### src/rtl/jpeg_pkg.sv
// Shared constants for the 8x8 block sequencer: block geometry and lane slicing.
package jpeg_pkg;

  localparam int unsigned ROWS      = 8;
  localparam int unsigned ROW_IDX_W = 3;
  localparam int unsigned DEF_PIX_W = 8;

  // Lane 0 is the MSB lane, so lane k starts pix_w*(ROWS-1-k) bits up.
  function automatic int unsigned lane_lsb(int unsigned lane, int unsigned pix_w);
    return pix_w * (ROWS - 1 - lane);
  endfunction

endpackage

### src/rtl/jpeg_blk_bank.sv
// One 8x8 pixel bank: row write port plus simultaneous row and column read of one index.
module jpeg_blk_bank
  import jpeg_pkg::*;
#(
  parameter int unsigned PIX_W = DEF_PIX_W
) (
  input  logic                     clk,
  input  logic                     reset,
  input  logic                     we_i,
  input  logic [ROW_IDX_W-1:0]     wr_row_i,
  input  logic [ROWS*PIX_W-1:0]    wr_data_i,
  input  logic [ROW_IDX_W-1:0]     rd_idx_i,
  output logic [ROWS*PIX_W-1:0]    rd_row_o,
  output logic [ROWS*PIX_W-1:0]    rd_col_o
);

  logic [ROWS*PIX_W-1:0] mem_q [ROWS];

  always_ff @(posedge clk) begin
    if (!reset) begin
      for (int i = 0; i < ROWS; i++) begin
        mem_q[i] <= '0;
      end
    end else if (we_i) begin
      mem_q[wr_row_i] <= wr_data_i;
    end
  end

  // Column c: lane k comes from lane c of stored row k.
  always_comb begin
    rd_row_o = mem_q[rd_idx_i];
    rd_col_o = '0;
    for (int k = 0; k < ROWS; k++) begin
      rd_col_o[lane_lsb(k, PIX_W) +: PIX_W] = mem_q[k][lane_lsb(int'(rd_idx_i), PIX_W) +: PIX_W];
    end
  end

endmodule

### src/rtl/jpeg_block_sequencer.sv
// Double-buffered 8x8 block sequencer: rows in, rows or columns out, with frame framing.
module jpeg_block_sequencer
  import jpeg_pkg::*;
#(
  parameter int unsigned PIX_W         = DEF_PIX_W,
  parameter int unsigned ADDR_W        = 15,
  parameter int unsigned BLK_PER_FRAME = 4096
) (
  input  logic                     clk,
  input  logic                     reset,
  input  logic [ROWS*PIX_W-1:0]    in_data,
  input  logic                     in_valid,
  output logic                     in_ready,
  input  logic                     transpose,
  output logic [ROWS*PIX_W-1:0]    out_data,
  output logic                     out_valid,
  input  logic                     out_ready,
  output logic [ROW_IDX_W-1:0]     out_row,
  output logic [ADDR_W-4:0]        out_blk,
  output logic                     out_sob,
  output logic                     out_eob,
  output logic                     out_eof,
  output logic [ADDR_W-1:0]        in_addr
);

  localparam int unsigned RowW = ROWS * PIX_W;
  localparam int unsigned BlkW = ADDR_W - ROW_IDX_W;
  localparam logic [BlkW-1:0] BlkLast = BlkW'(BLK_PER_FRAME - 1);
  localparam logic [ROW_IDX_W-1:0] LastRow = ROW_IDX_W'(ROWS - 1);

  logic [ROW_IDX_W-1:0] wr_row_q, wr_row_d, rd_row_q, rd_row_d;
  logic                 wr_bank_q, wr_bank_d, rd_bank_q, rd_bank_d;
  logic [1:0]           full_q, full_d, mode_q, mode_d;
  logic [BlkW-1:0]      blk_q, blk_d;
  logic [ADDR_W-1:0]    addr_q, addr_d;
  logic                 wr_fire, rd_fire;
  logic [RowW-1:0]      bank_row [2];
  logic [RowW-1:0]      bank_col [2];

  assign in_ready  = ~full_q[wr_bank_q];
  assign out_valid = full_q[rd_bank_q];
  assign wr_fire   = in_valid & in_ready;
  assign rd_fire   = out_valid & out_ready;

  jpeg_blk_bank #(.PIX_W(PIX_W)) u_bank0 (
    .clk       (clk),
    .reset     (reset),
    .we_i      (wr_fire & ~wr_bank_q),
    .wr_row_i  (wr_row_q),
    .wr_data_i (in_data),
    .rd_idx_i  (rd_row_q),
    .rd_row_o  (bank_row[0]),
    .rd_col_o  (bank_col[0])
  );

  jpeg_blk_bank #(.PIX_W(PIX_W)) u_bank1 (
    .clk       (clk),
    .reset     (reset),
    .we_i      (wr_fire & wr_bank_q),
    .wr_row_i  (wr_row_q),
    .wr_data_i (in_data),
    .rd_idx_i  (rd_row_q),
    .rd_row_o  (bank_row[1]),
    .rd_col_o  (bank_col[1])
  );

  // Fill and drain always hit different banks, so both updates may land in one cycle.
  always_comb begin
    wr_row_d  = wr_row_q;
    wr_bank_d = wr_bank_q;
    rd_row_d  = rd_row_q;
    rd_bank_d = rd_bank_q;
    full_d    = full_q;
    mode_d    = mode_q;
    blk_d     = blk_q;
    addr_d    = addr_q;
    if (wr_fire) begin
      addr_d   = addr_q + ADDR_W'(1);
      wr_row_d = wr_row_q + ROW_IDX_W'(1);
      if (wr_row_q == LastRow) begin
        full_d[wr_bank_q] = 1'b1;
        mode_d[wr_bank_q] = transpose;
        wr_bank_d         = ~wr_bank_q;
      end
    end
    if (rd_fire) begin
      rd_row_d = rd_row_q + ROW_IDX_W'(1);
      if (rd_row_q == LastRow) begin
        full_d[rd_bank_q] = 1'b0;
        rd_bank_d         = ~rd_bank_q;
        blk_d             = (blk_q == BlkLast) ? '0 : blk_q + BlkW'(1);
      end
    end
  end

  always_ff @(posedge clk) begin
    if (!reset) begin
      wr_row_q  <= '0;
      wr_bank_q <= 1'b0;
      rd_row_q  <= '0;
      rd_bank_q <= 1'b0;
      full_q    <= '0;
      mode_q    <= '0;
      blk_q     <= '0;
      addr_q    <= '0;
    end else begin
      wr_row_q  <= wr_row_d;
      wr_bank_q <= wr_bank_d;
      rd_row_q  <= rd_row_d;
      rd_bank_q <= rd_bank_d;
      full_q    <= full_d;
      mode_q    <= mode_d;
      blk_q     <= blk_d;
      addr_q    <= addr_d;
    end
  end

  assign out_data = mode_q[rd_bank_q] ? bank_col[rd_bank_q] : bank_row[rd_bank_q];
  assign out_row  = rd_row_q;
  assign out_blk  = blk_q;
  assign out_sob  = (rd_row_q == '0);
  assign out_eob  = (rd_row_q == LastRow);
  assign out_eof  = out_eob && (blk_q == BlkLast);
  assign in_addr  = addr_q;

endmodule
### config.mk
export PLATFORM = sky130hd
export DESIGN_NAME = jpeg_block_sequencer
export DESIGN_NICKNAME = d
export VERILOG_FILES = /design/src/rtl/jpeg_pkg.sv /design/src/rtl/jpeg_blk_bank.sv /design/src/rtl/jpeg_block_sequencer.sv
export SDC_FILE = /design/constraint.sdc
export NUM_CORES = 2
export LEC_CHECK = 0
export BUFFER_PORTS_ARGS = -buffer_cell sky130_fd_sc_hd__buf_4
export CORE_ASPECT_RATIO = 1.4
export CORE_MARGIN = 2
export CORE_UTILIZATION = 35
export CTS_CLUSTER_SIZE = 30
export DETAILED_ROUTE_END_ITERATION = 8
export SLEW_MARGIN = 20
export SYNTH_ARGS = -nofsm -noshare
export SYNTH_HDL_FRONTEND = slang
export SYNTH_HIERARCHICAL = 1
export SYNTH_SLANG_ARGS = --single-unit
### constraint.sdc
create_clock -name clk -period 15.7 [get_ports clk]
set_clock_uncertainty 0.1 [all_clocks]
set_input_delay 1.57 -clock clk [delete_from_list [all_inputs] [get_ports clk]]
set_output_delay 1.57 -clock clk [all_outputs]
set_load 0.01 [all_outputs]
After elaboration in Yosys (flattened, before gate mapping)
Memory sizes are Yosys's and may differ from the RTL's. A register that Yosys moved wholly into a read port is not among the register bits. Index checks and enable logic that the tools add are counted.

Add/sub/neg operators: 5. Magnitude comparators: 5. Equal/unequal tests: 3. Shift-type cells: 16. Muxes and demuxes: 40. Bitwise logic cells: 11. Reduce and logical (&&, ||, !) cells: 8.

Operators by type and width (number): 64-bit by 33-bit variable part select with 8-bit output (16); 64-bit 2-to-1 mux (9); 64-bit OR reduction (2); 3-bit 2-to-1 mux (6); 1-bit 2-to-1 mux (17); 15-bit by 1-bit adder with 15-bit output, second input constant (1); 12-bit by 1-bit adder with 12-bit output, second input constant (1); 12-bit == test, second input constant (1); 12-bit 2-to-1 mux (1); 2-bit 2-to-1 mux (4); 3-bit by 1-bit adder with 3-bit output, second input constant (2); 3-bit == test, second input constant (2); 1-bit AND (4); 1-bit by 2-bit less-than comparator with 1-bit output, second input constant (2); 2-bit AND reduction (2); 3-bit by 3-bit subtractor with 4-bit output, first input constant (1); 1-bit logical AND (3); 3-bit zero test (1); 1-bit NOT (3); 2-bit AND (1); 2-bit bitwise mux (1); 1-bit demux with 1-bit select (2); 1-bit greater-or-equal comparator, second input constant (2); 2-bit greater-or-equal comparator, second input constant (1); 3 further kinds (3).

Register bits: 39. RAM bits: 1024. Output and inout port bits: 99. Memories kept: 2.

Memories: u_bank0.mem_q (depth 8, width 64, rd ports 9, clocked after memory_dff 1, wr ports 8, line jpeg_blk_bank.sv:17) `logic [ROWS*PIX_W-1:0] mem_q [ROWS];`; u_bank1.mem_q (depth 8, width 64, rd ports 9, clocked after memory_dff 1, wr ports 8, line jpeg_blk_bank.sv:17).

Depth between registers and ports, before layout
Depth after elaboration: 10. Depth in mapped cells: 10.

Hierarchy
Netlist, hierarchy kept.

By module, submodules not included: jpeg_blk_bank (times used 2, cells an instance 2171, area each 26980.9 µm², sequential area each 15374.7 µm²); jpeg_block_sequencer (times used 1, cells an instance 499, area each 3803.6 µm², sequential area each 780.7 µm²).

Worst setup path after synthesis
No wires, ideal clock.

Path kind: input to register. Start point: in in_valid. End point: mem u_bank0/mem_q[2][0] in the netlist's numbering, enable pin. Arrival: 7.082 ns. Setup slack: 7.944 ns. Stages on the path: 4. Buffers on the path: 1. Path through: clkbuf_1 > nor3b_1 > nand3b_4 > o21ai_0.

RTL lines: from (decl) (line jpeg_block_sequencer.sv:12) `input logic in_valid,`; to (decl) (line jpeg_blk_bank.sv:17).

Worst setup path after layout
Start point: reg rd_row_q[1] (netlist: out_row[1]). End point: out out_data[7].

Cells in the longest elaborated chain, start to end: 6. Elaborated cells between the ends (all ways): 7. Those cells by class: 1 x add/sub; 2 x shift; 4 x mux.

RTL lines: from (decl) (line jpeg_block_sequencer.sv:31) `logic [ROW_IDX_W-1:0] wr_row_q, wr_row_d, rd_row_q, rd_row_d;`; from (signal assigned) (line jpeg_block_sequencer.sv:109) `rd_row_q <= rd_row_d;`; 3-bit by 3-bit subtractor with 4-bit output * (line jpeg_pkg.sv:10) `return pix_w * (ROWS - 1 - lane);`; 64-bit by 33-bit variable part select with 8-bit output (line jpeg_blk_bank.sv:34) `rd_col_o[lane_lsb(k, PIX_W) +: PIX_W] = mem_q[k][lane_lsb(int'(rd_idx_i), PIX_W) +: PIX_W];`; 64-bit 2-to-1 mux (implied by the code) * (3 in a row) (line jpeg_block_sequencer.sv:118) `assign out_data = mode_q[rd_bank_q] ? bank_col[rd_bank_q] : bank_row[rd_bank_q];`; 64-bit 2-to-1 mux * (line jpeg_block_sequencer.sv:118); to (decl) (line jpeg_block_sequencer.sv:15) `output logic [ROWS*PIX_W-1:0] out_data,`.

Mark *: on every way between the ends. The rest lies on a longest branch, timed or not. The select of a mux whose other input is x is not followed.

==> summary.md <==
| Metric | Value |
|---|---|
| Post-synthesis area per instance | `11.9 µm²` |
| First-pass GRT wire length | `296000 µm` |
| Psw | `0.00151 W` |
| Comb pwr share | `0.063` |
| Root Buffer | `clkbuf_16` |
| Type of the most critical hold path | `flip-flop to flip-flop` |
| Number of buffers added on ports | `167` |
| Die Y | `485 µm` |
| I/O Pins | `168` |
| Vias per cell | `5.83` |
| Gpl congestion | `0.890` |
| Number of flops mapped to enable cells by yosys | `1024` |
| Vias post-DR | `41.0k` |
| Async SR Flop Fraction | `0` |
| Placed cell areas | `0.0605 mm²` |
| Worst vdd ir | `0.0834 mV` |
| Synth area leaders | `edfxtp_1, and2_1, mux2i_1` |
| Tightest Pin Transition | `1130 ps` |
| Worst EP required | `14030 ps` |
| Post-route ant nets | `0` |
| Int Power | `0.00481 W` |
| GRT overflow | `0` |
| Final Critical Period | `8200 ps` |
| Postcts setup bufs | `0` |
| Longest Clk Path Bufs | `3` |
| Slew Viols, Final | `0` |
| H-tree depth | `3` |
| Synth Instances | `4841` |
| Share of layout cells above drive strength 1 | `0.132` |
| Num CTS Buffers | `105` |
| Placed insts | `6824` |
| Tcrit/Tclk final | `0.522` |
| Fin Setup TNS | `0 ps` |
| Top FF cell, synth | `edfxtp_1` |
| Post-synth top area share | `0.532` |
| Nets | `4871` |
| Arrival time worst endpoint | `6530 ps` |
| CP max-delay cell | `dfxtp_4` |
| FF+latch count, synth | `1063` |
| Library cells used by synthesis | `56` |
| Largest net degree at the start of global routing | `158` |
| Core region area | `0.164 mm²` |
| RSZ-0062 raised after global routing | `false` |
| Final hold viol count | `0` |
| Design Area, Final | `0.0641 mm²` |
| P per Cell Area | `98.6 mW/mm²` |
| Max frequency | `0.122 GHz` |
| Clock power frac | `0.419` |
| Number of hold buffers added after CTS | `0` |
| Commonest cells after routing, fill and taps aside | `and2_1, edfxtp_1, nand2_1` |
| Layout area overhead | `10.9%` |
| Startpoint types | `flip-flop` |
| Most frequent CP cell | `buf_4` |
| Final setup violating endpoints | `0` |
| Switch share | `0.239` |
| Rel. slew slack | `0.246` |
| Die ar. | `0.168 mm²` |
| Reg clk slew, reported paths | `70 ps` |
| DRC | `0` |
| Non-filler instance count after layout | `7041` |
| Slowest stage delay, CP | `810 ps` |
| Syn. warnings | `6` |
| Syn nets | `4917` |
| Critical Path End Type | `output port` |
| CTS tree | `built` |
| Crit path max fanout | `157` |
| WS Path Type | `flip-flop to output port` |
| Cell Rows | `176` |
| Clock Sinks | `1063` |
| Synthesized cell area | `0.0578 mm²` |
| Die Width | `347 µm` |
| Initial Utilization | `0.352` |
| Drt total wl | `210000 µm` |
| Top delay family on crit path | `buffers and inverters` |
| Post-cts resize count | `0` |
| Status | `completed` |
| Seq/Total Area, Yosys | `0.546` |
| DP HPWL | `134000 µm` |
| Later-pin clock latency in the skew report | `750 ps` |
| Leakage | `21.4 nW` |
| Gr usage total | `0.243` |
| DRT Pass-1 Iters | `6` |
| Via count of the first global-routing pass | `41.4k` |
| Sequential power share | `0.518` |
| Initial antenna violation count | `49` |
| Initial detailed-routing violation count | `4008` |
| Buf+Inv Stages, Crit Path | `6` |
| # Max-Cap Violations | `0` |
| Wire per inst | `29.8 µm` |
| Yosys top cell by area | `edfxtp_1` |
| Crit-path cells | `buf_12, buf_12, buf_4, buf_4, nand2_1, a32o_1, a221oi_1, mux2i_1, a21oi_1, buf_4, buf_4` |
==> synth_stat cells, types with 4 or more instances <==
library cell,number
edfxtp_1,1024
buf_8,6
nor2_1,31
buf_6,43
nand2b_1,155
buf_1,23
nor2b_1,163
a221oi_1,44
a221oi_2,54
o21ai_0,14
and3_1,4
buf_4,32
a32o_1,202
and2_1,1026
nor4_1,7
buf_2,109
a311oi_1,112
inv_1,9
a211oi_1,252
clkbuf_2,22
dfxtp_1,39
mux2_2,104
a21oi_1,146
a21boi_0,52
ha_1,7
a21boi_1,12
xor2_1,9
xnor2_1,12
nand2_1,418
nor3_1,9
nand4_1,9
nand3_1,15
nor2_2,8
o22ai_1,52
mux2i_1,412
clkbuf_1,169
==> cell type report <==
class	count	area (µm²)
Antenna cell	18	45.0
Inverter	12	50.0
Fill cell	15500	100000
Multi-Input combinational cell	3360	24300
Sequential cell	1063	31500
Tap cell	2136	2670
Clock inverter	75	830
Timing Repair Buffer	253	1940
Clock buffer	124	2720
==> sequential cells by signal, indices dropped and copies added (netlist names) <==
| signal | count |
|---|---|
| full_q | 2 |
| out_blk | 12 |
| out_row | 3 |
| rd_bank_q | 1 |
| u_bank1/mem_q | 512 |
| wr_row_q | 3 |
| wr_bank_q | 1 |
| in_addr | 15 |
| mode_q | 2 |
| u_bank0/mem_q | 512 |
==> routing by layer <==
metal,up-vias,track usage,part of all wire
met5,-,0,0.00078
met1,20700,0.279,0.37
li1,18000,-,-
met2,1822,0.430,0.50
met3,505,0.0418,0.070
met4,26,0.125,0.055
==> metrics by stage <==
stage                     utilization  power [W]  setup slack, ps  hold slack, ps
final                           0.391    0.00632             7500             373
after detailed placement        0.369    0.00373             8400             369
after global placement          0.369    0.00372             8450             357
after global routing            0.391    0.00649             7200             393
after CTS                       0.390    0.00636             7610             377
after floorplan                     -    0.00351             7940             385
==> power groups by stage <==
stage	Clock (W)	Combinational, W	Sequential [W]
2_1_floorplan	0	0.000183	0.00333
3_3_place_gp	0	0.000395	0.00333
3_5_place_dp	0	0.000398	0.00333
4_1_cts	0.00269	0.000399	0.00327
5_1_grt	0.00279	0.000419	0.00328
6_report	0.00265	0.000397	0.00327
==> final timing paths <==
kind                             from                                 end  slack [ps]  depth (start not counted)
min reg2reg  in_addr[14]$_SDFFE_PN0N_            in_addr[14]$_SDFFE_PN0N_         370                          2
min          in_addr[14]$_SDFFE_PN0N_            in_addr[14]$_SDFFE_PN0N_         370                          2
max           out_row[1]$_SDFFE_PN0P_                         out_data[7]        7500                         11
max reg2reg    wr_bank_q$_SDFFE_PN0P_  u_bank0/mem_q[1][27]$_SDFFCE_PN0P_       11450                          6
==> kinds of logic after synthesis <==
logic type	Yosys count	share of synthesized area
flip-flops	1063	0.546
buffers and inverters	418	0.0394
multiplexers	517	0.0919
AND/OR/NAND/NOR	1866	0.183
AO/OA/AOI/OAI	949	0.135
adder cells (fa/ha/maj)	7	0.00152
XOR/XNOR	21	0.00318
==> worst reg2reg max path, stage by stage, from the launching register on <==
cell      delay, ps
dfxtp_1         360
nor3b_1         620
nand3_4         330
nor3_2          190
buf_4           790
nand2b_4        720
buf_4           720
(Power assumes the default switching activity.)
